--- src/rtl/voice_allocator.sv ---
// Polyphonic note scheduler: queues CPU note events in a FIFO and assigns each
// to a voice (matching/free voice first, round-robin steal when all are busy).
module voice_allocator #(
  parameter int unsigned NVOICES    = 4,
  parameter int unsigned FIFO_DEPTH = 4
) (
  input  logic                   clk,
  input  logic                   rst,
  input  logic [3:0]             addr,
  input  logic [31:0]            data_in,
  output logic [31:0]            data_out,
  input  logic                   wen,
  input  logic                   ren,
  output logic                   ready,
  output logic [7*NVOICES-1:0]   voice_note,
  output logic [NVOICES-1:0]     voice_gate,
  output logic                   busy
);

  localparam int unsigned PW = $clog2(FIFO_DEPTH);
  localparam int unsigned CW = $clog2(FIFO_DEPTH + 1);
  localparam int unsigned VW = $clog2(NVOICES);

  typedef enum logic [1:0] {S_IDLE, S_SCAN, S_APPLY} state_t;

  logic              r_ready_q;
  logic [7:0]        r_fifo [FIFO_DEPTH];
  logic [PW-1:0]     r_wr_ptr;
  logic [PW-1:0]     r_rd_ptr;
  logic [CW-1:0]     r_count;
  logic              r_overflow;

  state_t            r_state;
  logic              r_ev_on;
  logic [6:0]        r_ev_note;
  logic [VW-1:0]     r_idx;
  logic              r_match_found;
  logic              r_free_found;
  logic [VW-1:0]     r_free_idx;
  logic [VW-1:0]     r_steal_ptr;
  logic [6:0]        r_note [NVOICES];
  logic [NVOICES-1:0] r_gate;

  logic              w_wr;
  logic              w_rd;
  logic              w_ev_wr;
  logic              w_all_off;
  logic              w_full;
  logic              w_empty;
  logic              w_push;
  logic              w_pop;
  logic [31:0]       w_status;
  logic              w_unused;

  assign ready     = r_ready_q & (wen | ren);
  assign w_wr      = wen & ready;
  assign w_rd      = ren & ready;
  assign w_ev_wr   = w_wr && (addr == 4'd0);
  assign w_all_off = w_wr && (addr == 4'd2);
  assign w_full    = (r_count == CW'(FIFO_DEPTH));
  assign w_empty   = (r_count == '0);
  assign w_push    = w_ev_wr & ~w_full;
  assign w_pop     = (r_state == S_IDLE) & ~w_empty;
  assign w_status  = {r_overflow, 3'b0, 5'(r_count), 7'b0, 16'(r_gate)};
  assign busy      = (r_state != S_IDLE) | ~w_empty;
  assign voice_gate = r_gate;
  assign w_unused  = ^data_in[31:8];

  for (genvar g = 0; g < int'(NVOICES); g++) begin : g_note
    assign voice_note[7*g +: 7] = r_note[g];
  end

  // Event storage; no reset needed since occupancy is tracked by r_count.
  always_ff @(posedge clk) begin
    if (!rst && w_push && !w_all_off) r_fifo[r_wr_ptr] <= data_in[7:0];
  end

  // Bus handshake, FIFO pointers, status register and overflow flag.
  always_ff @(posedge clk) begin
    if (rst) begin
      r_ready_q  <= 1'b0;
      r_wr_ptr   <= '0;
      r_rd_ptr   <= '0;
      r_count    <= '0;
      r_overflow <= 1'b0;
      data_out   <= '0;
    end else begin
      r_ready_q <= wen | ren;
      if (w_all_off) begin
        r_wr_ptr <= '0;
        r_rd_ptr <= '0;
        r_count  <= '0;
      end else begin
        if (w_push) r_wr_ptr <= r_wr_ptr + PW'(1);
        if (w_pop)  r_rd_ptr <= r_rd_ptr + PW'(1);
        r_count <= r_count + CW'(w_push) - CW'(w_pop);
      end
      if (w_rd) data_out <= (addr == 4'd1) ? w_status : '0;
      // A drop on the same edge as a status read leaves the flag set.
      if (w_ev_wr && w_full)             r_overflow <= 1'b1;
      else if (w_rd && (addr == 4'd1))   r_overflow <= 1'b0;
    end
  end

  // Allocation FSM and voice outputs.
  always_ff @(posedge clk) begin
    if (rst) begin
      r_state       <= S_IDLE;
      r_ev_on       <= 1'b0;
      r_ev_note     <= '0;
      r_idx         <= '0;
      r_match_found <= 1'b0;
      r_free_found  <= 1'b0;
      r_free_idx    <= '0;
      r_steal_ptr   <= '0;
      r_gate        <= '0;
      for (int i = 0; i < int'(NVOICES); i++) r_note[i] <= '0;
    end else if (w_all_off) begin
      r_gate  <= '0;
      r_state <= S_IDLE;
    end else begin
      case (r_state)
        S_IDLE: begin
          if (!w_empty) begin
            {r_ev_on, r_ev_note} <= r_fifo[r_rd_ptr];
            r_match_found <= 1'b0;
            r_free_found  <= 1'b0;
            r_idx         <= '0;
            r_state       <= S_SCAN;
          end
        end
        S_SCAN: begin
          if (r_gate[r_idx] && (r_note[r_idx] == r_ev_note)) r_match_found <= 1'b1;
          if (!r_gate[r_idx] && !r_free_found) begin
            r_free_found <= 1'b1;
            r_free_idx   <= r_idx;
          end
          if (r_idx == VW'(NVOICES - 1)) r_state <= S_APPLY;
          else                           r_idx   <= r_idx + VW'(1);
        end
        S_APPLY: begin
          if (r_ev_on) begin
            if (r_match_found) begin
              r_gate <= r_gate;
            end else if (r_free_found) begin
              r_note[r_free_idx] <= r_ev_note;
              r_gate[r_free_idx] <= 1'b1;
            end else begin
              r_note[r_steal_ptr] <= r_ev_note;
              r_gate[r_steal_ptr] <= 1'b1;
              r_steal_ptr <= (r_steal_ptr == VW'(NVOICES - 1)) ? '0 : r_steal_ptr + VW'(1);
            end
          end else begin
            for (int i = 0; i < int'(NVOICES); i++)
              if (r_gate[i] && (r_note[i] == r_ev_note)) r_gate[i] <= 1'b0;
          end
          r_state <= S_IDLE;
        end
        default: r_state <= S_IDLE;
      endcase
    end
  end

endmodule
--- config.mk ---
export PLATFORM = sky130hd
export DESIGN_NAME = voice_allocator
export DESIGN_NICKNAME = d
export VERILOG_FILES = /design/src/rtl/voice_allocator.sv
export SDC_FILE = /design/constraint.sdc
export NUM_CORES = 1
export LEC_CHECK = 0
export ABC_CLOCK_PERIOD_IN_PS = 2600
export BUFFER_PORTS_ARGS = -buffer_cell sky130_fd_sc_hd__buf_2
export CORE_MARGIN = 1
export CORE_UTILIZATION = 54
export DETAILED_ROUTE_END_ITERATION = 6
export GPL_ROUTABILITY_DRIVEN = 0
export PLACE_DENSITY = 0.85
export SYNTH_ARGS = -nofsm -noshare
export SYNTH_HDL_FRONTEND = slang
export SYNTH_SLANG_ARGS = --single-unit
export TNS_END_PERCENT = 50
--- constraint.sdc ---
create_clock -name clk -period 2.6 [get_ports clk]
set_input_delay 0.13 -clock clk [delete_from_list [all_inputs] [get_ports clk]]
set_output_delay 0.13 -clock clk [all_outputs]
set_load 0.02 [all_outputs]
# Word level (Yosys, flattened, before mapping)
# Memories as Yosys holds them, arrays and structs flattened. A register that Yosys moved wholly into a read port is not among the register bits.
# Cells that the tools add are included.
[word_totals] regBits=55 mem_bits_rw=60 in_bits=40 out_inout_bits=66 word_cells=157 memories=2
[op_classes] add_sub_neg=6 order_cmp=5 n_eq_ne=18 n_mux=54 bitwise=14 n_reduce_logical=42
[mem_list] name="r_fifo" depth=4 width=8 rd=1 rd_ports_with_merged_regs=1 wr=1 line="27" source="logic [7:0] r_fifo [FIFO_DEPTH];"
[mem_list] name="r_note" depth=4 width=7 rd=5 rd_ports_with_merged_regs=1 wr=4 line="41" source="logic [6:0] r_note [NVOICES];"
[ops] op="== test 7 bit" count=5
[ops] op="2-to-1 mux 1 bit" count=32
[ops] op="2-to-1 mux 32 bit" count=1
[ops] op="2-to-1 mux 2 bit" count=9
[ops] op="AND reduction 3 bit" count=6
[ops] op="logical AND 1 bit" count=14
[ops] op="2-to-1 mux 7 bit" count=2
[ops] op="nonzero test 2 bit" count=7
[ops] op="OR reduction 7 bit" count=2
[ops] op="2-to-1 mux 4 bit" count=3
[ops] op="inequality test 2 bit, second input constant" count=6
[ops] op="AND reduction 4 bit" count=3
[ops] op="less-than comparator 2 x 3 -> 1 bit, second input constant" count=3
[ops] op="adder 2 x 1 -> 2 bit, second input constant" count=4
[ops] op="bitwise OR 4 bit" count=2
[ops] op="case mux 2 bit (2 select lines)" count=2
[ops] op="== test 2 bit, second input constant" count=3
[ops] op="bitwise AND 1 bit" count=5
[ops] op="inverter 1 bit" count=5
[ops] op="AND reduction 5 bit" count=1
[ops] op="demux 1 bit (select 2 bit)" count=2
[ops] op="== test 4 x 1 -> 1 bit, second input constant" count=1
[ops] op="== test 4 x 2 -> 1 bit, second input constant" count=1
[ops] op="greater-or-equal comparator 2 x 1 -> 1 bit, second input constant" count=2
[ops] op="13 further kinds" count=18

# Longest topological paths before layout
[logic_depth] depth_word=10 depth_mapped=12 mapped_depth_nobuf=12

# Worst setup path before layout
# Ideal clock, no wire load.
[synth_path] path_kind="register -> register" start="register r_ready_q" end="register r_count[2]" t_arrival_ns=1.999 t_required_ns=2.472 path_slack_ns=0.474 path_stages_with_launch=12 path_buffers=0 cell_sequence="dfxtp_1 > and3b_1 > and3_1 > inv_1 > ha_1 > inv_1 > ha_1 > inv_1 > fa_1 > xor2_1 > xnor2_1 > nor2_1"
[synth_between] elab_chain_len=6 word_cells_on_any_way=8 classes_between="add/sub (2); bitwise (3); reduce/logical (3)"
[synth_lines] element="start, declared" line="26" source="logic r_ready_q;"
[synth_lines] element="start signal, assigned" line="88" source="r_ready_q <= wen | ren;"
[synth_lines] element="bitwise AND 1 bit *" line="55" source="assign ready = r_ready_q & (wen | ren);"
[synth_lines] element="bitwise AND 1 bit *" line="56" source="assign w_wr = wen & ready;"
[synth_lines] element="logical AND 1 bit" line="58" source="assign w_ev_wr = w_wr && (addr == 4'd0);"
[synth_lines] element="bitwise AND 1 bit" line="62" source="assign w_push = w_ev_wr & ~w_full;"
[synth_lines] element="adder 3 x 1 -> 3 bit" line="96" source="r_count <= r_count + CW'(w_push) - CW'(w_pop);"
[synth_lines] element="subtractor 3 x 1 -> 3 bit" line="96"
[synth_lines] element="end signal, assigned" line="96"
[synth_lines] element="end, declared" line="30" source="logic [CW-1:0] r_count;"
# Mark *: on every way between the ends. The rest lies on a longest branch, timed or not.
# A chain may end at the register's enable or synchronous reset.

# Worst setup path in the final report
[layout_path] start="register r_count[1]" end="register r_count[2]"
[layout_between] word_cells_on_any_way=8 classes_between="add/sub (2); eq/ne (1); bitwise (4); reduce/logical (1)"
[layout_lines] element="zero test 3 bit" line="61" source="assign w_empty = (r_count == '0);"
[layout_lines] element="inverter 1 bit (no source line)"
[layout_lines] element="bitwise AND 1 bit" line="63" source="assign w_pop = (r_state == S_IDLE) & ~w_empty;"
[layout_lines] element="via w_pop" line="51" source="logic w_pop;"
[layout_lines] element="subtractor 3 x 1 -> 3 bit" line="96"
# The timed path passes the listed nets, and every way through them passes these cells.

==> flow_summary.yaml <==
outcome:
  status: "complete, no violations"
cells_and_area:
  drive_above_1_share_pct: 20.9
  final_nets: 512
  layout_commonest_cell: "edfxtp_1"
  final_cell_mix: "60 x edfxtp_1, 57 x buf_2, 42 x nor2_1"
  final_cells: 573
  fin_area_sq_mm: 0.00537
  diodes: 0
  area_delta_synth_final_pct: 11.6
critical_path:
  cp_data_required_time_ps: 2860
  crit_start: "r_count[1]$_SDFF_PP0_"
  r2r_start: "r_count[1]$_SDFF_PP0_"
  crit_type: "register to register"
  critPathMaxFanout: 6
  end_kind: "register"
  r2r_cells: 10
  endpoint: "r_count[2]$_SDFF_PP0_"
  start_kind: "register"
  ff2ff_setup_slack_ps: 250
  crit_arrival_ps: 2610
  reg2reg_to: "r_count[2]$_SDFF_PP0_"
global_routing:
  grt_first_pass_wirelength_microns: 14200
  antenna_found_initial: 0
  overflow: 0
  grt_usage_pct: 20.8
  grt_pass1_vias: 2942
  grt_max_degree: 30
floorplan:
  ioPinCount: 106
  coreArea_sq_mm: 0.00868
  start_util_pct: 55.4
  die_h_microns: 96.4
  die_area_sq_mm: 0.00929
  rows: 34
  dieWidth_microns: 96.4
placement:
  portBuffers: 57
  placed_cell_area_sq_mm: 0.00511
  pre_cts_slack_ps: 274
  dp.cells: 549
  hpwl_microns: 6540
sta:
  setup_ws_ps: 253
  hold_slack_ps: 11.2
  setup_viol: 0
  min_period_over_period_pct: 90.3
  final_hold_viol_count: 0
  finClkSkew_ps: 14.8
  fmax_ghz: 0.426
  fin_crit_ps: 2350
  slew_headroom_pct: 56.9
  rsz0062_at_grt: "false"
  tightest_slew_ps: 640
  slew_violations: 0
  fin_setup_tns_ps: 0
pwr:
  peakVddDrop_uv: 362
  switching_power_mw: 1.33
  p_clk_share_pct: 22.9
  p_int_mw: 2.67
  combPwrFrac_pct: 24.3
  p_sw_share_pct: 33.2
  power.leakage_nw: 2.15
  powerDensity_mw_per_mm2: 744
  pwr-share-seq_pct: 52.8
yosys:
  synth_flop_cell: "edfxtp_1"
  ys_ff_latch: 101
  synth_cells: 395
  synth_edf_count: 60
  synth_area_sq_mm: 0.00481
  synth-async-reset-ratio_pct: 0
  synth.distinct_cells: 50
  synth.avg_cell_area_sq_um: 12.2
  synth_warnings: 0
  ys_seq_area_share_pct: 54.5
detailed_routing:
  via_per_inst: 5.40
  drcViolationCount: 0
  num_vias: 3096
  wl_per_cell_microns: 15.8
  drt_iter0_markers: 162
  drt-pass1-iter-count: 4
  drt_wl_total_microns: 9060
  ant_nets: 0
clock_network:
  path_clk_slew_ps: 100
  htreeDepth: 3
  cts_setup_buffers: 0
  tritoncts: "done"
  cts.path.max_buffers: 2
  clk_latency_ps: 370
  cts_buffers: 9
  clock-sinks: 101
  root_buffer: "clkbuf_8"
  cts_resized: 0
worst_hold_path:
  holdCritPathClass: "input port to register"
job:
  maxCapViolCount: 0
[critical path, stage by stage, from the launching register on]
cell and delay [ps]:
dfxtp_1 480, nor3_1 130, nor3_2 360, ha_1 310, inv_1 50, ha_1 120
inv_1 40, fa_1 370, xor2_1 180, xnor2_1 140, nor2_1 50
[metrics by stage]
step / util (%) / total power, mW
floorplan: - / 2.91
global placement: 58.9 / 3.05
detailed placement: 58.9 / 3.10
CTS: 61.8 / 4.01
global route: 61.8 / 4.22
finish: 61.8 / 3.99
[layout make-up]
cell class,instances,area [sq um]
fill,671,3310
sequential,101,2620
multi-input combinational,263,1970
timing repair buffer,72,418
tap,108,135
clock buffer,10,128
inverter,13,48.8
clock inverter,6,46.3
[routing by layer]
metal	routed length, microns	global-route usage (%)
met5	0	0
met4	166	8.82
met3	291	3.83
met2	4690	36.3
met1	3910	25.4
[synthesized netlist by cell type, drive strengths merged, types with 5 or more instances]
cell type | n | area [sq um]
and2 | 32 | 200
nor2 | 42 | 158
mux4 | 14 | 330
clkbuf | 12 | 47.6
ha | 11 | 138
nand3 | 5 | 25.0
buf | 29 | 209
dfxtp | 41 | 821
o21ai | 7 | 35.0
xnor2 | 18 | 165
mux2i | 12 | 120
xor2 | 20 | 175
edfxtp | 60 | 1800
a22oi | 8 | 60.1
nor3 | 7 | 50.1
nand2 | 11 | 41.3
a21oi | 8 | 40.0
nor4 | 6 | 37.5
inv | 13 | 48.8
[power groups by stage]
stage | Sequential [mW] | Clock [mW] | Combinational (mW)
2_1_floorplan | 1.94 | 0 | 0.966
4_1_cts | 2.11 | 0.934 | 0.975
5_1_grt | 2.14 | 0.989 | 1.09
3_3_place_gp | 2.13 | 0 | 0.921
3_5_place_dp | 2.14 | 0 | 0.961
6_report | 2.11 | 0.915 | 0.971
[kinds of logic (layout without fill, tap and decap cells)]
kind of cell | Yosys count | in the layout | share of synthesized area [%]
AOI/OAI and AO/OA | 35 | 35 | 4.86
xor gates and xnor gates | 38 | 38 | 7.08
adders and majority gates | 12 | 12 | 3.28
buffers and inverters | 54 | 101 | 6.35
DFF | 101 | 101 | 54.5
muxes | 27 | 27 | 9.60
other | 1 | 24 | 0.0780
and+or+nand+nor | 127 | 127 | 14.2
[state kept, by name (all words and copies together) (netlist names), 3 cells and up, named ones only]
| name | cells |
|---|---|
| r_count | 3 |
| r_ev_note | 7 |
| voice_gate | 4 |
| r_fifo | 32 |
| r_note | 28 |
| data_out | 8 |
[worst min path at each step]
stage,start,end,slack (ps),cells past startpoint
after CTS,wen,r_ready_q$_SDFF_PP0_,6,3
after global routing,wen,r_ready_q$_SDFF_PP0_,40,3
after global placement,data_in[7],r_fifo[2][7]$_DFFE_PP_,340,1
after detailed placement,data_in[7],r_fifo[1][7]$_DFFE_PP_,350,1
after floorplan,data_in[0],r_fifo[0][0]$_DFFE_PP_,230,0
final,wen,r_ready_q$_SDFF_PP0_,10,3
[repair_timing]
action	4_1_cts	5_1_grt
hold buffers	8	0
endpoints found under the hold margin	32	0
setup endpoints to repair	0	0
Note: power is estimated with default switching activity, not from simulation.
